$ cat src/rtl/button_debouncer.sv
// Two-channel switch debouncer: 2-flop synchronizer plus a per-channel counting FSM.
// Define BUTTON_DEBOUNCER_EDGE_EN to add the registered btn_rise/btn_fall strobes.

module button_debouncer_ch #(
  parameter int DEBOUNCE_CYCLES = 4,
  parameter int CNT_WIDTH       = 16
) (
  input  logic clk,
  input  logic rst,
  input  logic btn_in,
  output logic btn_db
`ifdef BUTTON_DEBOUNCER_EDGE_EN
  ,
  output logic btn_rise,
  output logic btn_fall
`endif
);
  typedef enum logic [1:0] {STABLE_LOW, WAIT_HIGH, STABLE_HIGH, WAIT_LOW} state_t;

  localparam logic [CNT_WIDTH-1:0] DB_N = CNT_WIDTH'(DEBOUNCE_CYCLES);
  localparam logic [CNT_WIDTH-1:0] ONE  = CNT_WIDTH'(1);

  state_t               state_q, state_d;
  logic [CNT_WIDTH-1:0] cnt_q, cnt_d, cnt_inc;
  logic                 sync1_q, sync2_q;
  logic                 db_q, db_d;
  logic                 s;

  assign s       = sync2_q;
  assign cnt_inc = cnt_q + ONE;

  always_ff @(posedge clk or posedge rst) begin
    if (rst) begin
      sync1_q <= 1'b0;
      sync2_q <= 1'b0;
      state_q <= STABLE_LOW;
      cnt_q   <= '0;
      db_q    <= 1'b0;
    end else begin
      sync1_q <= btn_in;
      sync2_q <= sync1_q;
      state_q <= state_d;
      cnt_q   <= cnt_d;
      db_q    <= db_d;
    end
  end

  // cnt reaches DB_N only as the accepting compare, so it never wraps
  always_comb begin
    state_d = state_q;
    cnt_d   = cnt_q;
    case (state_q)
      STABLE_LOW: begin
        if (s) begin
          state_d = WAIT_HIGH;
          cnt_d   = ONE;
        end else begin
          cnt_d = '0;
        end
      end
      WAIT_HIGH: begin
        if (!s) begin
          state_d = STABLE_LOW;
          cnt_d   = '0;
        end else if (cnt_inc == DB_N) begin
          state_d = STABLE_HIGH;
          cnt_d   = '0;
        end else begin
          cnt_d = cnt_inc;
        end
      end
      STABLE_HIGH: begin
        if (!s) begin
          state_d = WAIT_LOW;
          cnt_d   = ONE;
        end else begin
          cnt_d = '0;
        end
      end
      WAIT_LOW: begin
        if (s) begin
          state_d = STABLE_HIGH;
          cnt_d   = '0;
        end else if (cnt_inc == DB_N) begin
          state_d = STABLE_LOW;
          cnt_d   = '0;
        end else begin
          cnt_d = cnt_inc;
        end
      end
      default: begin
        state_d = STABLE_LOW;
        cnt_d   = '0;
      end
    endcase
  end

  always_comb begin
    db_d = (state_d == STABLE_HIGH) || (state_d == WAIT_LOW);
  end

  assign btn_db = db_q;

`ifdef BUTTON_DEBOUNCER_EDGE_EN
  logic rise_q, fall_q;

  // strobes register alongside btn_db, so each is high for the cycle after its edge
  always_ff @(posedge clk or posedge rst) begin
    if (rst) begin
      rise_q <= 1'b0;
      fall_q <= 1'b0;
    end else begin
      rise_q <= db_d & ~db_q;
      fall_q <= ~db_d & db_q;
    end
  end

  assign btn_rise = rise_q;
  assign btn_fall = fall_q;
`else
  // no strobe logic in this build
`endif
endmodule

module button_debouncer #(
  parameter int DEBOUNCE_CYCLES = 4,
  parameter int CNT_WIDTH       = 16
) (
  input  logic       clk,
  input  logic       rst,
  input  logic [1:0] btn_in,
  output logic [1:0] btn_db
`ifdef BUTTON_DEBOUNCER_EDGE_EN
  ,
  output logic [1:0] btn_rise,
  output logic [1:0] btn_fall
`endif
);
  for (genvar i = 0; i < 2; i++) begin : g_ch
    button_debouncer_ch #(
      .DEBOUNCE_CYCLES(DEBOUNCE_CYCLES),
      .CNT_WIDTH      (CNT_WIDTH)
    ) u_ch (
      .clk     (clk),
      .rst     (rst),
      .btn_in  (btn_in[i]),
      .btn_db  (btn_db[i])
`ifdef BUTTON_DEBOUNCER_EDGE_EN
      ,
      .btn_rise(btn_rise[i]),
      .btn_fall(btn_fall[i])
`endif
    );
  end
endmodule

$ cat config.mk
export PLATFORM = sky130hd
export DESIGN_NAME = button_debouncer
export DESIGN_NICKNAME = d
export VERILOG_FILES = /design/src/rtl/button_debouncer.sv
export SDC_FILE = /design/constraint.sdc
export NUM_CORES = 1
export LEC_CHECK = 0
export ABC_AREA = 1
export CAP_MARGIN = 20
export CORE_MARGIN = 5
export CORE_UTILIZATION = 55
export CTS_CLUSTER_SIZE = 25
export DETAILED_ROUTE_END_ITERATION = 7
export GPL_TIMING_DRIVEN = 0
export PLACE_DENSITY = 0.75
export SYNTH_ARGS = -nofsm -noshare
export SYNTH_HDL_FRONTEND = slang
export SYNTH_SLANG_ARGS = --single-unit
export TNS_END_PERCENT = 100
$ cat constraint.sdc
create_clock -name clk -period 1.75 [get_ports clk]
set_input_delay 0.35 -clock clk [delete_from_list [all_inputs] [get_ports clk]]
set_output_delay 0.35 -clock clk [all_outputs]
set_load 0.1 [all_outputs]
After elaboration in Yosys (flattened, before gate mapping). Cells that the tools add are included.

$add $sub $neg: 2. Equal/unequal tests: 12. Multiplexer cells: 26. Reduce and logical (&&, ||, !) cells: 4.

Operators with widths (number): $pmux 16 s4 (2); $mux 16 (6); $add 16x1->16 const B (2); $eq 16x3->1 const B (2); $mux 2 (12); $eq 2x2->1 const B (8); $pmux 2 s4 (2); $eq 2x1->1 const B (2); $logic_not 2->1 (2); $mux 1 (4); $logic_or 1x1->1 (2).

Register bits after elaboration: 42. Input port bits: 4. Output and inout port bits: 2. Logic and storage cells: 54.

Depth between registers and ports, before layout. Gate-level depths: netlist (run 1).

Depth in word-level cells: 7. Gate-level depth with buffers: 14. Gate-level depth less buffers: 13.

Hierarchy. A second synthesis (run 1) with hierarchy kept.

Cells, all modules: 292. Area total of the unflattened synthesis: 2339.7 sq um.

Modules (own cells, without submodules): button_debouncer_ch (times used 2, cells an instance 146, area each 1169.9 sq um).

Worst setup path after synthesis (run 1). OpenSTA, ideal clock, no wires.

Path kind: flip-flop to flip-flop. Start point: reg g_ch[0].u_ch.cnt_q[0]. End point: reg g_ch[0].u_ch.cnt_q[8]. Setup time: 118 ps. Data arrival time: 1673 ps. Required time: 1632 ps. Path slack: -40 ps. Stages on the path, launching flop included: 14. Buffers on the path: 1. Path through: dfrtp_1 -> ha_1 -> nand3_2 -> nor2_4 -> nand2_1 -> nand2_2 -> nand2_1 -> nor2_1 -> nand3_1 -> nor2_2 -> nand2_2 -> nand2_4 -> buf_12 -> nor2_1.

Word-level cells in the longest chain between the ends: 5. Elaborated cells on any way between the ends: 6. Those cells by class: add/sub (1); eq/ne (1); mux (4).

RTL lines: start: declaration (line 24) `logic [CNT_WIDTH-1:0] cnt_q, cnt_d, cnt_inc;`; start signal: assignment (line 43) `cnt_q <= cnt_d;`; $add 16x1->16 * (line 30) `assign cnt_inc = cnt_q + ONE;`; $eq 16x3->1 (line 65, 84); $mux 16 * (line 65, 84); $mux 16 (on tied branches) (line 81, 62); $pmux 16 s4 * (line 52) `case (state_q)`; via g_ch[0].u_ch.cnt_d[8] (line 24).

The timed path passes the listed nets; every way through them passes the cells marked *.

Worst setup path after layout (run 1).
Start point: reg g_ch[0].u_ch.cnt_q[8]. End point: reg g_ch[0].u_ch.cnt_q[8].

The elaborated chain is that of the path after synthesis.

==> results of run 1 <==
[layout make-up]
type | count | area [um2] | share of cell area, %
Multi-Input combinational cell | 225 | 1450 | 43.2
Sequential cell | 42 | 1060 | 31.5
Timing Repair Buffer | 47 | 427 | 12.7
Inverter | 53 | 199 | 5.92
Clock buffer | 6 | 82.6 | 2.46
Tap cell | 52 | 65.1 | 1.94
Buffer | 4 | 46.3 | 1.38
Clock inverter | 1 | 30.0 | 0.894
[routing by layer]
metal / vias to the layer above / GRT usage, % / routed length, um
met1: 1180 / 26.5 / 2730
li1: 1094 / - / -
met2: 156 / 30.4 / 3660
met5: - / 0 / 0
met3: 36 / 4.49 / 584
met4: 0 / 5.94 / 290
[worst max-delay path, stage by stage, from the launching register on]
cell and delay (ps):
dfrtp_1 440, nand2_1 150, nor2_2 190, nand2_1 130, inv_1 110, nand3_1 100
nand2_2 130, nand3_1 110, nor2_2 160, nand2_2 100, nand2_4 100, buf_12 130
buf_12 120, nor2_2 40
[synthesized netlist by cell type, types with 3 or more instances]
| cell | n |
|---|---|
| dfrtp_1 | 42 |
| ha_1 | 3 |
| inv_1 | 52 |
| nand2_1 | 80 |
| nand2_2 | 11 |
| nand3_1 | 28 |
| nand3_2 | 3 |
| nand4_1 | 8 |
| nor2_1 | 48 |
| nor2_2 | 18 |
| nor3_1 | 3 |
| o21ai_0 | 3 |
| xnor2_1 | 4 |
| xor2_1 | 8 |
[worst min path at each step]
stage / slack [ps] / end / start
2_1_floorplan: 330 / g_ch[0].u_ch.s / g_ch[0].u_ch.sync1_q
3_3_place_gp: 330 / g_ch[1].u_ch.s / g_ch[1].u_ch.sync1_q
3_5_place_dp: 340 / g_ch[0].u_ch.s / g_ch[0].u_ch.sync1_q
4_1_cts: 360 / g_ch[0].u_ch.s / g_ch[0].u_ch.sync1_q
5_1_grt: 370 / g_ch[0].u_ch.s / g_ch[0].u_ch.sync1_q
6_report: 360 / g_ch[0].u_ch.s / g_ch[0].u_ch.sync1_q
[sequential cells by signal, indices dropped and copies added, names as in the netlist]
name,flops
g_ch.u_ch.cnt_q,32
g_ch.u_ch.state_q,4
g_ch.u_ch.btn_db,2
g_ch.u_ch.s,2
g_ch.u_ch.sync1_q,2
[repair_timing]
action,in CTS,in global routing
setup buffers,17,24
gates cloned,2,0
endpoints found under the hold margin,0,0
endpoints found under the setup margin,40,38
gates resized for setup,46,59
pin swaps,19,20
[logic make-up after synthesis]
logic type | after synthesis | synth area share [%]
fa+ha+maj | 3 | 1.55
flops | 42 | 43.4
compound gates | 7 | 1.81
xor+xnor | 12 | 4.34
buf+inv | 57 | 10.1
simple gates | 203 | 38.8
[through the flow]
step	area (um2)	hold slack, ps	total power [W]
after detailed placement	2550	342	0.00167
after CTS	2980	361	0.00275
after global routing	3360	372	0.00302
after global placement	2550	333	0.00165
final	3360	358	0.00293
after floorplan	2430	331	0.00155
[report_power, final]
part / leakage, nW / total [W] / switching, W / internal, W
Clock: 0.0573 / 0.000818 / 0.000361 / 0.000457
Sequential: 0.556 / 0.00114 / 0.0000892 / 0.00105
Combinational: 0.886 / 0.000974 / 0.000556 / 0.000418
Total: 1.50 / 0.00293 / 0.00101 / 0.00192
==> run_results.csv, run 1 <==
group,metric,value,unit
sta,finalWorstSetupSlack,-364,ps
cells_and_area,post-route-util,77.7,%
clocking,cts_hold_buf,0,
sta,fin_setup_tns,-9420,ps
min_path,hold_depth,0,
sta,fin_crit_sh,121,%
sta,hold_viol,0,
sta,worst_pin_slew,874,ps
setup_path,rr_startpoint,"g_ch[0].u_ch.cnt_q[8]",
route,drc_errors,0,
route,drtAntennaViolNets,0,
sta,finalSetupViolCount,38,
route,routedWlPerCell,16.9,um
placement,place_hpwl,3370,um
global_route,grt_pass1_wl,9320,um
floorplanning,initial_core_util,56.0,%
min_path,hold_path_class,"reg2reg",
route,drt_wl_total,7270,um
route,drtPass1Iterations,5,
yosys,yosys-top-cells-area,"dfrtp_1 43%, nand2_1 12%, inv_1 8.1%, nor2_1 7.4%, nand3_1 5.8%",
cells_and_area,final_common_cell,"nand2_1",
route,vias,2466,
clocking,cts_tree,"built",
floorplanning,coreArea,0.00432,mm2
floorplanning,io_pins,6,
cells_and_area,mostFrequentLayoutCells,"70 x nand2_1, 47 x inv_1, 35 x dfrtp_1",
yosys,ys_seq_area_share,43.4,%
route,drtIter0Drc,212,
clocking,numCtsBuffers,5,
setup_path,crit_start,"g_ch[0].u_ch.cnt_q[8]",
yosys,ys_warn_count,0,
clocking,cts.htree.levels,2,
placement,place.gp.congestion,0.848,
cells_and_area,syn_to_final_growth,38.8,%
status,failed_checks,"negative setup slack",
clocking,clk_path_buf_depth,2,
sta,rsz0062_at_grt,"yes",
run,max_cap_viol_count,0,
setup_path,cp_data_arrival_time,2320,ps
setup_path,required,1950,ps
clocking,clock_sink_count,42,
status,status,"complete, but fails checks",
floorplanning,dieHeight,76.3,um
sta,skew,4.25,ps
setup_path,r2r_cells,13,
sta,max_freq,473,MHz
yosys,synthCells,324,
floorplanning,fp.dieW,76.3,um
cells_and_area,finalNonFillerCells,430,
setup_path,cp-endpoint,"g_ch[0].u_ch.cnt_q[8]",
setup_path,crit_fanout,5,
yosys,synth_ff_type,"dfrtp_1",
setup_path,critPathKind,"reg2reg",
cells_and_area,layout.nets,385,
yosys,synth-seq-cells,42,
clocking,clock_latency,300,ps
power_and_ir_drop,powerDensity,871,mW/mm2
power_and_ir_drop,leakage,1.50,nW
yosys,synth_top_cell_by_area,"dfrtp_1",
yosys,syn_area,0.00242,mm2
yosys,mappedNetlistNets,331,
sta,maxSlewViolCount,0,
route,viasPerCell,5.73,
global_route,grt_pass1_vias,2092,
setup_path,cp-end-kind,"flop",
global_route,grt-ovfl-total,0,
placement,post-place-ws,-258,ps
setup_path,r2r-end,"g_ch[0].u_ch.cnt_q[8]",
yosys,netlist.area_leader.share,43.4,%
global_route,antenna_found_initial,0,
power_and_ir_drop,peakVddDrop,819,uV
placement,portBuffers,5,
yosys,avgSynthCellArea,7.47,um2
clocking,cts-root-buf,"clkbuf_8",
clocking,cts.clk_slew.worst_paths,80,ps
cells_and_area,fillCellCount,258,
placement,dp.cells,381,
yosys,synth_edf_count,0,
cells_and_area,layout-drive-gt1-share,41.0,%
floorplanning,rows,24,
setup_path,critPathLaunchType,"flop",
cells_and_area,diodes,0,
sta,slew_headroom,41.7,%
global_route,grt_use_total,19.3,%
global_route,grt_max_degree,43,
yosys,async_reset_ff_share,100,%
sta,period_minus_slack,2110,ps
yosys,synth_cell_types,24,
floorplanning,die_area,0.00583,mm2
setup_path,r2r_slack,-360,ps
No activity file was read; power rests on OpenSTA's default activity.
==> inputs of run 2 (changes only) <==
--- a/config.mk
+++ b/config.mk
@@ -5,9 +5,7 @@
 export SDC_FILE = /design/constraint.sdc
 export NUM_CORES = 1
 export LEC_CHECK = 0
-export ABC_AREA = 1
 export CAP_MARGIN = 20
-export CORE_MARGIN = 5
 export CORE_UTILIZATION = 55
 export CTS_CLUSTER_SIZE = 25
 export DETAILED_ROUTE_END_ITERATION = 7
==> run 2 against run 1 <==
  * The flow still finishes with violations (negative setup slack)
  * Area after synthesis shrank 6.5%
  * Clock power decreased by 23%
  * Global-route usage rose by 7.2 points
  * Sequential power about the same
  * Combinational power shrank 31%
  * Sequential share of layout area rose by 4.6 points
  * Power is 16% lower
  * Wire length is 26% lower
  * Worst hold slack worse by 1.4 ps
  * Non-clock buffer count decreased by 12
  * Critical path type unchanged
==> run_results.csv, run 2 <==
group,metric,value,unit
status,status,"complete, but fails checks",
status,failed_checks,"negative setup slack",
clocking,cts.clk_slew.worst_paths,80,ps
cells_and_area,diodes,0,
yosys,synthTopCellsByCount,"42 x dfrtp_1, 31 x nor2_1, 16 x xnor2_1",
min_path,hold_path_class,"reg2reg",
cells_and_area,fillCellCount,222,
route,drt_wl_total,5350,um
global_route,globalRouteMet2Util,43.5,%
clocking,cts.htree.levels,2,
route,drtAntennaViolNets,0,
global_route,grt_busiest_layer,"met2",
yosys,synth.most_common_cell,"dfrtp_1",
sta,hold_viol,0,
floorplanning,die_area,0.00438,mm2
global_route,grt-ovfl-total,0,
sta,rsz0062_at_grt,"yes",
yosys,netlist.area_leader.share,46.4,%
run,max_cap_viol_count,0,
cells_and_area,top_register,"g_ch.u_ch.cnt_q",
route,vias,1822,
global_route,grtUsageMet1,34.0,%
setup_path,crit_fanout,6,
power_and_ir_drop,peakVddDrop,686,uV
global_route,grt_pass1_vias,1862,
yosys,synth_ff_type,"dfrtp_1",
floorplanning,dieHeight,66.2,um
yosys,avgSynthCellArea,10.4,um2
clocking,numCtsBuffers,5,
yosys,async_reset_ff_share,100,%
clocking,cts-root-buf,"clkbuf_8",
global_route,antenna_found_initial,0,
cells_and_area,multi_input_area,0.00139,mm2
setup_path,rr_startpoint,"g_ch[1].u_ch.cnt_q[1]",
sta,period_minus_slack,2300,ps
global_route,grt_pass1_wl,8540,um
yosys,synth_cell_types,49,
setup_path,slowest_delay,460,ps
sta,worst_pin_slew,841,ps
power_and_ir_drop,fin_total_pwr,0.00245,W
yosys,synth_top_cell_by_area,"dfrtp_1",
min_path,hp-start,"g_ch[0].u_ch.sync1_q",
cells_and_area,largest_reg_flops,32,
cells_and_area,syn_to_final_growth,29.6,%
route,viasPerCell,5.95,
yosys,syn_area,0.00226,mm2
placement,dp.cells,271,
global_route,grt_max_degree,43,
sta,fin_crit_sh,132,%
yosys,ys_warn_count,0,
placement,portBuffers,5,
cells_and_area,layout.nets,264,
setup_path,required,1940,ps
setup_path,critPathLaunchType,"flop",
yosys,synth-seq-cells,42,
global_route,grt_use_total,26.5,%
placement,dpl_cell_area,0.00250,mm2
sta,fin_setup_tns,-7930,ps
route,drtIter0Drc,173,
setup_path,crit_chain,"ha_4 > or3b_1 > o31ai_2 > nand4_1 > a2111oi_4 > nand2_2 > mux2_4",
floorplanning,io_pins,6,
clocking,cts_tree,"built",
clocking,clk_path_buf_depth,2,
cells_and_area,mostFrequentLayoutCells,"33 x dfrtp_1, 30 x buf_4, 26 x nor2_1",
setup_path,critPathKind,"reg2reg",
global_route,grtUsageMet3,6.90,%
sta,maxSlewViolCount,0,
setup_path,r2r-end,"g_ch[1].u_ch.btn_db",
route,drtPass1Iterations,4,
setup_path,cpLargestDelayFamily,"simple AND/OR/NAND/NOR gates",
min_path,whs_endpoint,"g_ch[0].u_ch.s",
yosys,synth_edf_count,0,
setup_path,path_depth,7,
cells_and_area,post-route-util,77.3,%
yosys,ys_seq_area_share,46.4,%
setup_path,path_buf_inv,0,
setup_path,cp-end-kind,"flop",
route,routedWlPerCell,17.5,um
cells_and_area,finalNonFillerCells,306,
cells_and_area,layout-drive-gt1-share,37.2,%
cells_and_area,seqCellArea,0.00106,mm2
cells_and_area,fin_area,0.00294,mm2
power_and_ir_drop,powerDensity,835,mW/mm2
setup_path,cp_data_arrival_time,2490,ps
sta,skew,5.31,ps
clocking,clock_sink_count,42,
floorplanning,coreArea,0.00380,mm2
setup_path,r2r_slack,-550,ps
placement,place_hpwl,2950,um
yosys,mappedNetlistNets,225,
placement,place.gp.congestion,0.825,
yosys,yosys-top-cells-area,"dfrtp_1 46%, xnor2_1 6.2%, xor2_1 5.4%, nor2_1 5.1%, nand3_1 2.7%",
floorplanning,initial_core_util,59.6,%
yosys,synthCells,218,
sta,finalSetupViolCount,19,
sta,max_freq,434,MHz
min_path,hold_depth,0,
cells_and_area,reg_top3,"g_ch.u_ch.cnt_q x32, g_ch.u_ch.state_q x4",
floorplanning,fp.dieW,66.2,um
power_and_ir_drop,leakage,1.26,nW
setup_path,r2r_cells,7,
sta,finalWorstSetupSlack,-554,ps
floorplanning,rows,22,
sta,slew_headroom,43.9,%
route,drc_errors,0,
setup_path,slowest_stage,"a2111oi_4",
clocking,clock_latency,290,ps
cells_and_area,final_common_cell,"dfrtp_1",
run 2: per-layer routing:
layer | routed length, um | vias up
met5 | 0 | -
met4 | 146 | 0
met3 | 272 | 16
met2 | 2670 | 53
met1 | 2260 | 910
li1 | - | 843
run 2: cells by family (layout without fill, tap and decap cells):
logic type,after synthesis,in the layout,share of synthesized area (%)
buf+inv,14,53,3.65
simple gates,103,104,26.9
mux,6,6,2.87
compound gates,20,20,6.91
fa+ha+maj,3,3,1.66
xor+xnor,30,30,11.6
flops,42,42,46.4
run 2: cell type report:
type / count / area share (%)
Buffer: 6 / 1.79
Multi-Input combinational cell: 163 / 47.2
Tap cell: 48 / 2.05
Inverter: 6 / 0.767
Clock inverter: 3 / 0.725
Clock buffer: 5 / 2.34
Sequential cell: 42 / 36.2
Timing Repair Buffer: 33 / 8.95
run 2: where the power goes:
| group | total [W] | internal (W) | switching (W) | leakage, nW |
|---|---|---|---|---|
| clock | 0.000630 | 0.000280 | 0.000350 | 0.0441 |
| sequential | 0.00115 | 0.00105 | 0.0000986 | 0.551 |
| combinational | 0.000674 | 0.000294 | 0.000380 | 0.665 |
run 2: what timing repair did:
action / 4_1_cts / 5_1_grt
setup buffers: 23 / 7
gates cloned: 1 / 0
hold buffers: 0 / 0
resized for setup: 23 / 13
pin swaps: 16 / 12
endpoints found under the setup margin: 20 / 19
run 2: worst max path at each step:
stage | startpoint | slack, ps | end
CTS | g_ch[1].u_ch.cnt_q[1] | -490 | g_ch[1].u_ch.btn_db
global route | g_ch[1].u_ch.cnt_q[1] | -630 | g_ch[1].u_ch.state_q[1]
global placement | g_ch[1].u_ch.cnt_q[10] | -540 | g_ch[1].u_ch.btn_db
detailed placement | g_ch[1].u_ch.cnt_q[0] | -630 | g_ch[1].u_ch.btn_db
floorplan | g_ch[1].u_ch.cnt_q[11] | -320 | g_ch[1].u_ch.btn_db
finish | g_ch[1].u_ch.cnt_q[1] | -550 | g_ch[1].u_ch.btn_db
run 2: metrics by stage:
stage / hold slack, ps / setup WS [ps]
floorplan: 331 / -319
global placement: 343 / -542
detailed placement: 341 / -626
CTS: 358 / -489
global route: 370 / -635
finish: 357 / -554
==> RTL change: new RTL, flow settings as in run 1 <==
Re-encode `state_t` (4 states) as one-hot, 4 bits wide.
--- a/src/rtl/button_debouncer.sv
+++ b/src/rtl/button_debouncer.sv
@@ -17,3 +17,3 @@
 );
-  typedef enum logic [1:0] {STABLE_LOW, WAIT_HIGH, STABLE_HIGH, WAIT_LOW} state_t;
+  typedef enum logic [3:0] {STABLE_LOW = 4'b0001, WAIT_HIGH = 4'b0010, STABLE_HIGH = 4'b0100, WAIT_LOW = 4'b1000} state_t;
 
Function: no difference found for any inputs over 10 cycles, from zero or initial values and one cycle with rst high; not proved beyond that.
==> RTL change against run 1 <==
- the run still ends with setup timing left
- sequential power rose by 6%
- total power fell by 11%
- wire length fell by 6.1%
- die area rose by 9.1%
- synthesized area rose by 11%
- sequential share of layout area fell by 0.38 points
- sequential cell count rose by 4
- worst setup slack improved by 0.12 ns
- synthesized cell count rose by 10%
- final area rose by 10%
==> RTL change: results (changes against run 1) <==
| Metric | Value |
|---|---|
| Pleak | 1.58 nW (+5.5%) |
| Worst-Margin Slew | 0.549 ns (-0.325 ns) |
| PostCTS Resize Cnt | 64 (+39%) |
| GPL Wtd Cong | 0.845 (-0.40%) |
| Combinational fraction of design power | 0.217 (-0.116) |
| Layout cells sized above 1 | 0.393 (-0.0168) |
| Worst Setup EP | g_ch[1].u_ch.btn_db |
| Top post-synthesis cells by count | 91 x nand2_1, 52 x inv_1, 46 x nor2_1 |
| Peak supply drop | 0.000542 V (-34%) |
| Hold slack | 0.257 ns (-0.102 ns) |
| Routed vias | 2553 (+3.5%) |
| Sw frac | 0.291 (-0.0527) |
| Leading post-synthesis cells by cell area | dfrtp_1 41%, nand2_1 13%, inv_1 7.3% |
| Status | complete, but fails checks |
| Cell variety after synth | 31 (+29%) |
| Final worst slack | -0.242 ns (+0.122 ns) |
| R2R depth | 14 (+1) |
| Detailed placer's ending HPWL | 3640 um (+7.9%) |
| First-pass GRT wire length | 10200 um (+9.7%) |
| TritonRoute pass-1 iters | 4 (-1) |
| Routed WL | 6830 um (-6.1%) |
| Worst setup slack after placement | -0.327 ns (-0.0688 ns) |
| Power Dens Cells | 700 mW/mm^2 (-20%) |
| DR iter-0 viols | 158 (-25%) |
| Finish-stage setup viols | 41 (+7.9%) |
| P_clk | 0.822 mW (+0.5%) |
| Failing checks | setup timing |
| Number of global-route vias before repair | 2305 (+10%) |
| Largest net degree at the start of global routing | 41 (-4.7%) |
| Clk_skew | 0.00931 ns (+0.00506 ns) |
| Min-delay worst type | in -> async |
| Worst setup path start | g_ch[1].u_ch.cnt_q[0] |
| Dpl cell area | 0.00284 sq mm (+11%) |
| Biggest regs | g_ch.u_ch.cnt_q (32), g_ch.u_ch.state_q (8) |
| Fillers | 299 (+16%) |
==> RTL change: metal layers <==
metal  global-route usage  share of wire  vias up  routed length, um
met2                0.380           0.55       60               3730
met3               0.0474          0.036       10                249
met1                0.236           0.40     1245               2740
met4               0.0541          0.015        0                104
li1                     -              -     1238                  -
met5                    0              0        -                  0
==> RTL change: cells by family (layout without fill, tap and decap cells) <==
family	Yosys count	after routing	share of synthesized area
compound gates	29	29	0.0687
xor+xnor	3	3	0.00982
fa+ha+maj	2	2	0.00935
buf+inv	57	111	0.0916
flops	46	46	0.431
simple gates	221	221	0.389
==> RTL change: final cells by class <==
type | instances | area (sq um) | share of cell area
plain buffers | 4 | 50.0 | 0.0135
clock buffers | 6 | 82.6 | 0.0223
clock inverters | 1 | 30.0 | 0.00810
inverters | 53 | 199 | 0.0537
multi-input cells | 255 | 1640 | 0.443
flip-flops and latches | 46 | 1150 | 0.312
well taps | 67 | 83.8 | 0.0226
repair buffers | 47 | 464 | 0.125
